===== config.mk =====
export PLATFORM = sky130hd
export DESIGN_NAME = memory_access
export DESIGN_NICKNAME = d
export VERILOG_FILES = /design/src/rtl/memory_access_pkg.sv /design/src/rtl/memory_access_writeback_reg.sv /design/src/rtl/memory_access.sv
export SDC_FILE = /design/constraint.sdc
export NUM_CORES = 1
export LEC_CHECK = 0
export CAP_MARGIN = 30
export CORE_ASPECT_RATIO = 0.75
export CORE_MARGIN = 2
export CORE_UTILIZATION = 35
export CTS_BUF_LIST = sky130_fd_sc_hd__clkbuf_8 sky130_fd_sc_hd__clkbuf_16
export DETAILED_ROUTE_END_ITERATION = 7
export MAX_ROUTING_LAYER = met4
export PLACE_DENSITY = 0.81
export SLEW_MARGIN = 20
export SYNTH_ARGS = -nofsm -noshare
export SYNTH_HDL_FRONTEND = slang
export SYNTH_HIERARCHICAL = 1
export SYNTH_SLANG_ARGS = --single-unit

===== constraint.sdc =====
create_clock -name clk_i -period 1.9 [get_ports clk_i]
set_input_delay 0.38 -clock clk_i [delete_from_list [all_inputs] [get_ports clk_i]]
set_output_delay 0.38 -clock clk_i [all_outputs]
set_load 0.05 [all_outputs]

===== src/rtl/memory_access_pkg.sv =====
// mem_pkg: shared memory-stage types and constants.
package mem_pkg;
  typedef logic [0:0] mem_state_e;
  localparam mem_state_e IDLE = 1'b0;
  localparam mem_state_e WAIT = 1'b1;
  typedef struct packed {
    logic reg_write;
    logic mem_to_reg;
  } w_ctrl_t;
  localparam logic [4:0] RA_REG = 5'd31;
endpackage


===== src/rtl/memory_access_writeback_reg.sv =====
// writeback_reg: W pipeline register; a bubble clears control and holds data.
module writeback_reg
  import mem_pkg::*;
(
  input  logic        clk_i,
  input  logic        rst_i,
  input  logic        bubble_i,
  input  logic        ld_rdata_i,
  input  w_ctrl_t     ctrl_i,
  input  logic [31:0] alu_out_i,
  input  logic [31:0] rdata_i,
  input  logic [4:0]  write_reg_i,
  output w_ctrl_t     ctrl_o,
  output logic [31:0] alu_out_o,
  output logic [31:0] read_data_o,
  output logic [4:0]  write_reg_o
);
  w_ctrl_t     ctrl_q;
  logic [31:0] alu_out_q, read_data_q;
  logic [4:0]  write_reg_q;
  always_ff @(posedge clk_i) begin
    if (!rst_i) begin
      ctrl_q      <= '0;
      alu_out_q   <= '0;
      read_data_q <= '0;
      write_reg_q <= '0;
    end else if (bubble_i) begin
      ctrl_q <= '0;
    end else begin
      ctrl_q      <= ctrl_i;
      alu_out_q   <= alu_out_i;
      write_reg_q <= write_reg_i;
      if (ld_rdata_i) read_data_q <= rdata_i;
    end
  end
  assign ctrl_o      = ctrl_q;
  assign alu_out_o   = alu_out_q;
  assign read_data_o = read_data_q;
  assign write_reg_o = write_reg_q;
endmodule


===== src/rtl/memory_access.sv =====
// memory_access: MIPS M stage; data-memory access over valid/ready with
// timeout abort, stall generation and the W pipeline register.
module memory_access
  import mem_pkg::*;
#(
  parameter int MAX_WAIT = 16,
  parameter int ADDR_W   = 32
) (
  input  logic              clk_i,
  input  logic              rst_i,
  input  logic              reg_write_m_i,
  input  logic              mem_write_m_i,
  input  logic              mem_to_reg_m_i,
  input  logic [31:0]       alu_out_m_i,
  input  logic [31:0]       write_data_m_i,
  input  logic [4:0]        write_reg_m_i,
  output logic              dmem_req_o,
  output logic              dmem_we_o,
  output logic [ADDR_W-1:0] dmem_addr_o,
  output logic [31:0]       dmem_wdata_o,
  input  logic              dmem_ready_i,
  input  logic [31:0]       dmem_rdata_i,
  output logic              stall_m_o,
  output logic              misalign_o,
  output logic              bus_err_o,
  output logic              reg_write_w_o,
  output logic              mem_to_reg_w_o,
  output logic [31:0]       read_data_w_o,
  output logic [31:0]       alu_out_w_o,
  output logic [4:0]        write_reg_w_o,
  output logic [31:0]       result_w_o
);
  localparam int CW = $clog2(MAX_WAIT + 1);
  mem_state_e    state_q, state_d;
  logic [CW-1:0] cnt_q, cnt_d;
  logic          bus_err_q;
  logic          idle, mem_op, aligned, done, timeout;
  w_ctrl_t       ctrl_m, ctrl_w;
  assign idle       = (state_q == IDLE);
  assign mem_op     = mem_write_m_i | mem_to_reg_m_i;
  assign aligned    = (alu_out_m_i[1:0] == 2'b00);
  assign misalign_o = mem_op & ~aligned;
  // Upstream is frozen while waiting, so the M inputs stay valid in WAIT.
  assign dmem_req_o   = idle ? mem_op & aligned : 1'b1;
  assign dmem_we_o    = dmem_req_o & mem_write_m_i;
  assign dmem_addr_o  = alu_out_m_i[ADDR_W-1:0];
  assign dmem_wdata_o = write_data_m_i;
  assign done         = dmem_req_o & dmem_ready_i;
  assign timeout      = ~idle & ~dmem_ready_i & (cnt_q == CW'(MAX_WAIT - 1));
  assign stall_m_o    = dmem_req_o & ~dmem_ready_i & ~timeout;
  assign state_d      = stall_m_o ? WAIT : IDLE;
  assign cnt_d        = (stall_m_o & ~idle) ? cnt_q + 1'b1 : '0;
  always_ff @(posedge clk_i) begin
    if (!rst_i) begin
      state_q   <= IDLE;
      cnt_q     <= '0;
      bus_err_q <= 1'b0;
    end else begin
      state_q   <= state_d;
      cnt_q     <= cnt_d;
      bus_err_q <= timeout;
    end
  end
  assign bus_err_o = bus_err_q;
  assign ctrl_m = '{reg_write: reg_write_m_i & ~misalign_o, mem_to_reg: mem_to_reg_m_i};
  writeback_reg u_wb (
    .clk_i       (clk_i),
    .rst_i       (rst_i),
    .bubble_i    (stall_m_o | timeout),
    .ld_rdata_i  (done & mem_to_reg_m_i),
    .ctrl_i      (ctrl_m),
    .alu_out_i   (alu_out_m_i),
    .rdata_i     (dmem_rdata_i),
    .write_reg_i (write_reg_m_i),
    .ctrl_o      (ctrl_w),
    .alu_out_o   (alu_out_w_o),
    .read_data_o (read_data_w_o),
    .write_reg_o (write_reg_w_o)
  );
  assign reg_write_w_o  = ctrl_w.reg_write;
  assign mem_to_reg_w_o = ctrl_w.mem_to_reg;
  assign result_w_o     = ctrl_w.mem_to_reg ? read_data_w_o : alu_out_w_o;
endmodule


Word-level counts from Yosys, hierarchy flattened
Cells that the tools add are included.

word-level totals
  word-level logic and storage cells = 36
  register bits after elaboration = 78
  input bits = 107
  output and inout bits = 172

cells by class
  reduce and logical (&&, ||, !) cells = 4
  equal/unequal tests = 1
  add/subtract/negate cells = 1
  multiplexer cells = 3
  bitwise operators = 19

operators with widths
  operator                                             count
  2-to-1 mux 32 bit                                    1
  AND 1 bit                                            11
  NOT 1 bit                                            6
  adder 5 x 1 -> 5 bit, second input constant          1
  equality test 5 x 4 -> 1 bit, second input constant  1
  AND reduction 2 bit                                  2
  zero test 2 bit                                      1
  2-to-1 mux 1 bit                                     2
  bitwise OR 1 bit                                     2
  OR reduction 2 bit                                   1

Depth between registers and ports, before layout
  depth after elaboration = 8
  depth in mapped cells = 8
  mapped depth without buffers = 5

By module
Netlist, hierarchy kept.

by module, submodules not included
  module         instances  area an instance (um^2)  sequential area each (um^2)  cells each
  writeback_reg  1          2,778.9                  1,421.4                      264
  memory_access  1          1,182.4                  140.1                        137

Worst setup path after synthesis
Ideal clock, no wire load.

  kind = reg2out
  start point = reg cnt_q[0]
  end point = out stall_m_o
  cell stages (with the launch flop) = 6
  path slack = -0.593 ns
  required time = 1.520 ns
  path buffers = 0
  arrival time = 2.113 ns
  cells stage by stage = dfxtp_1 > ha_1 > and3_1 > ha_1 > nand2_1 > nor3b_1

between the ends
  longest elaborated chain between the ends = 4

ends and longest elaborated chain
  what                          line                 text
  start: declaration            memory_access.sv:35  logic [CW-1:0] cnt_q, cnt_d;
  start signal: assignment      memory_access.sv:60  cnt_q <= cnt_d;
  equality test 5 x 4 -> 1 bit  memory_access.sv:49  assign timeout = ~idle & ~dmem_ready_i & (cnt_q == CW'(MAX_WAIT - 1));
  AND 1 bit                     memory_access.sv:49
  NOT 1 bit                     memory_access.sv:50  assign stall_m_o = dmem_req_o & ~dmem_ready_i & ~timeout;
  AND 1 bit                     memory_access.sv:50
  end: declaration              memory_access.sv:23  output logic stall_m_o,

Every way passes these cells.

Final worst setup path
  start point = reg cnt_q[1]
  end point = out stall_m_o

The elaborated chain is that of the path after synthesis.

==> reports/qor.csv <==
metric,value,unit
DR iter-0 viols,88,
crit path capture type,output port,
Max VDD drop,427.4,uV
Netlist cell types,26,
violated checks,negative setup slack,
area share of the largest cell type after synthesis,39.42,%
P_leak,3.114,nW
ant diodes,0,
"Reg clk slew, reported paths",0.06,ns
Layout area overhead,63.27,%
number of remaining DRC errors,0,
post-synthesis sequential area ratio,39.42,%
status,"complete, but fails checks",
Synth area leader,dfxtp_1,
number of flops mapped to enable cells by yosys,0,
top-count cell post-synth,dfxtp_1,
IO Count,279,
Die Y,96.14,um
pre-CTS setup slack,-0.2775,ns
GR Util met2,29.88,%
initial antenna violation count,0,
total congestion overflow,0,
first-pass GRT wire length,15.94,mm
min Tclk post-route,1.949,ns
Final TNS setup,-0.04885,ns
Post-synth ARST share,0,%
worst endpoint data arrival time,1.57,ns
"Avg Cell Area, Syn",9.879,um2
"Slowest-stage cell, CP",dfxtp_2,
Main synth FF type,dfxtp_1,
Worst Setup Start Kind,flop,
global-route usage over all layers,17.13,%
r2r startpoint,state_q,
peak fanout along the critical path,2,
r2r worst-path depth,7,
clock sinks,78,
Crit path required time,1.52,ns
ranking of synthesized cells by area,"dfxtp_1 (39%), mux2i_1 (17%), buf_4 (13%)",
capturing point of the worst reg2reg path,u_wb/alu_out_o[11],
worst-case clock buffer depth,2,
layout cell share with drive strength beyond 1,29.08,%
"top cells by count, synth","dfxtp_1 (78), mux2i_1 (69), buf_4 (67), nand2_1 (66), nor2b_1 (39)",
vias per inst,4.601,
largest net degree at the start of global routing,53,
Final Hold Fails,0,
Final #Nets,668,
Setup CP Type,flop to output port,
Reg2Reg Setup Slack,0.36,ns
average wire per cell in the routed design,15.15,um
overall die width,126.8,um
Post-CTS Hold Buffers,0,
cell area power density,773.6,nW/um2
Most common cell on crit path,ha_4,
met1 GRT Util,18.44,%
GPL Wtd Cong,0.7981,
num rows,33,
Num CTS Buffers,9,
Setup Viol. Count Final,1,
Core Footprint,10980,um2
max-slew violation total from the final report,0,
met3 Usage GRT,5.503,%
fin crit share,102.6,%
Syn Nets,510,
Worst-Margin Slew,0.5293,ns
cell count after synthesis,401,
Root Driver,clkbuf_16,
synthesized area,3961,um2
Hold Path Sink,bus_err_o,
hold depth,3,
die area,12190,um2
FMAX,513.1,MHz
post-route setup slack,-0.04885,ns
busiest grt layer,met2,
YS warnings,6,
drt pass-1 iters,4,
Max-Slew Margin vs Limit,64.66,%
total number of vias,3239,
drt total wl,10.66,mm
I/O Buffers,214,
Hold Path Class,input port to flop,
Clock Latency Late Sink,0.33,ns
DP HPWL,8.146,mm
Final ANT Viol Nets,0,
"critical path, cell by cell","ha_4, and3_4, ha_4, nand2_2, nor3b_4, buf_6",
#FFs+latches synth,78,
setup repair after global routing missed its margin,yes,
vias in the first global route,3241,
Post-Route Skew,0.005701,ns
Initial Util,36.07,%
CTS tree,done,
worst hold start,rst_i,
crit-path max cell delay,0.33,ns
max_cap viols,0,
CTS H-tree lvls,3,
[critical path, delay by kind of cell, from the launching register on]
| kind | cells | cell delay, ns |
|---|---|---|
| flip-flops | 1 | 0.33 |
| AND/OR/NAND/NOR | 3 | 0.42 |
| adder cells (fa/ha/maj) | 2 | 0.31 |
| buffers and inverters | 1 | 0.18 |
[routing by layer]
layer | part of all wire [%] | up-vias | wire length (um)
li1 | - | 1565 | -
met1 | 40 | 1489 | 4311
met2 | 49 | 164 | 5245
met3 | 8.4 | 21 | 893
met4 | 2.0 | 0 | 214
met5 | 0 | - | 0
[stage by stage]
stage | cells | hold WS, ns | util, % | area (um2) | total power, W
final | 704 | 0.3372 | 58.89 | 6467 | 0.005003
after global routing | 704 | 0.3552 | 58.89 | 6467 | 0.005182
after CTS | 703 | 0.3209 | 58.01 | 6371 | 0.005067
after detailed placement | 683 | 0.4362 | 54.60 | 5997 | 0.003205
after global placement | 683 | 0.4278 | 54.60 | 5997 | 0.003185
after floorplan | 401 | 0.4176 | - | 3974 | 0.002835
[cell families (layout without fill, tap and decap cells)]
kind of cell,after synthesis,count (layout),synth area share (%)
AO/OA/AOI/OAI,1,1,0.2211
XOR/XNOR,2,2,0.4423
adder cells (fa/ha/maj),2,2,0.6316
buffers and inverters,91,254,17.06
flip-flops,78,78,39.42
multiplexers,101,101,26.53
AND/OR/NAND/NOR,126,126,15.70
[sequential cells by signal, indices dropped and copies added (netlist names)]
signal / flops
u_wb/alu_out_o: 32
u_wb/read_data_o: 32
cnt_q: 5
u_wb/write_reg_o: 5
u_wb/ctrl_o: 2
bus_err_o: 1
state_q: 1
[power breakdown]
group          total (W)  switching [W]  internal [W]
Combinational    0.00140       0.000816      0.000579
Sequential       0.00176      0.0000504       0.00171
Clock            0.00185       0.000667       0.00118
Total            0.00500        0.00153       0.00347
[placed cells by master, fill, tap and decap left out, types with 5 or more instances in the layout]
cell type / instances
buf_6: 5
clkbuf_16: 9
clkdlybuf4s50_1: 74
dlygate4sd2_1: 30
dlymetal6s2s_1: 28
mux2_2: 30
nand2_1: 65
nor2_1: 9
dfxtp_1: 75
buf_4: 59
nor2b_1: 38
buf_12: 36
mux2i_1: 69
[timing repair]
item                       CTS  global route
setup endpoints to repair   36            88
setup buffers                4             1
pin swaps                    4             2
resized for setup           45            33
[layout make-up]
cell class	count	area, um2
Timing Repair Buffer	235	2609
Sequential cell	78	1565
Multi-Input combinational cell	232	1783
Inverter	3	11.26
Tap cell	140	175.2
Clock buffer	10	239.0
Fill cell	906	4516
Clock inverter	6	85.08
[worst max-delay path by stage]
stage / start / endpoint / slack (ns) / cells after the start
5_1_grt: cnt_q[1] / stall_m_o / -0.1 / 6
6_report: cnt_q[1] / stall_m_o / -0.05 / 6
4_1_cts: cnt_q[1] / stall_m_o / -0.06 / 6
3_5_place_dp: alu_out_m_i[1] / u_wb/alu_out_o[10] / -0.28 / 8
2_1_floorplan: cnt_q[0] / stall_m_o / 0.07 / 5
3_3_place_gp: alu_out_m_i[1] / u_wb/alu_out_o[2] / -0.20 / 8
Note: power is estimated with default switching activity, not from simulation.
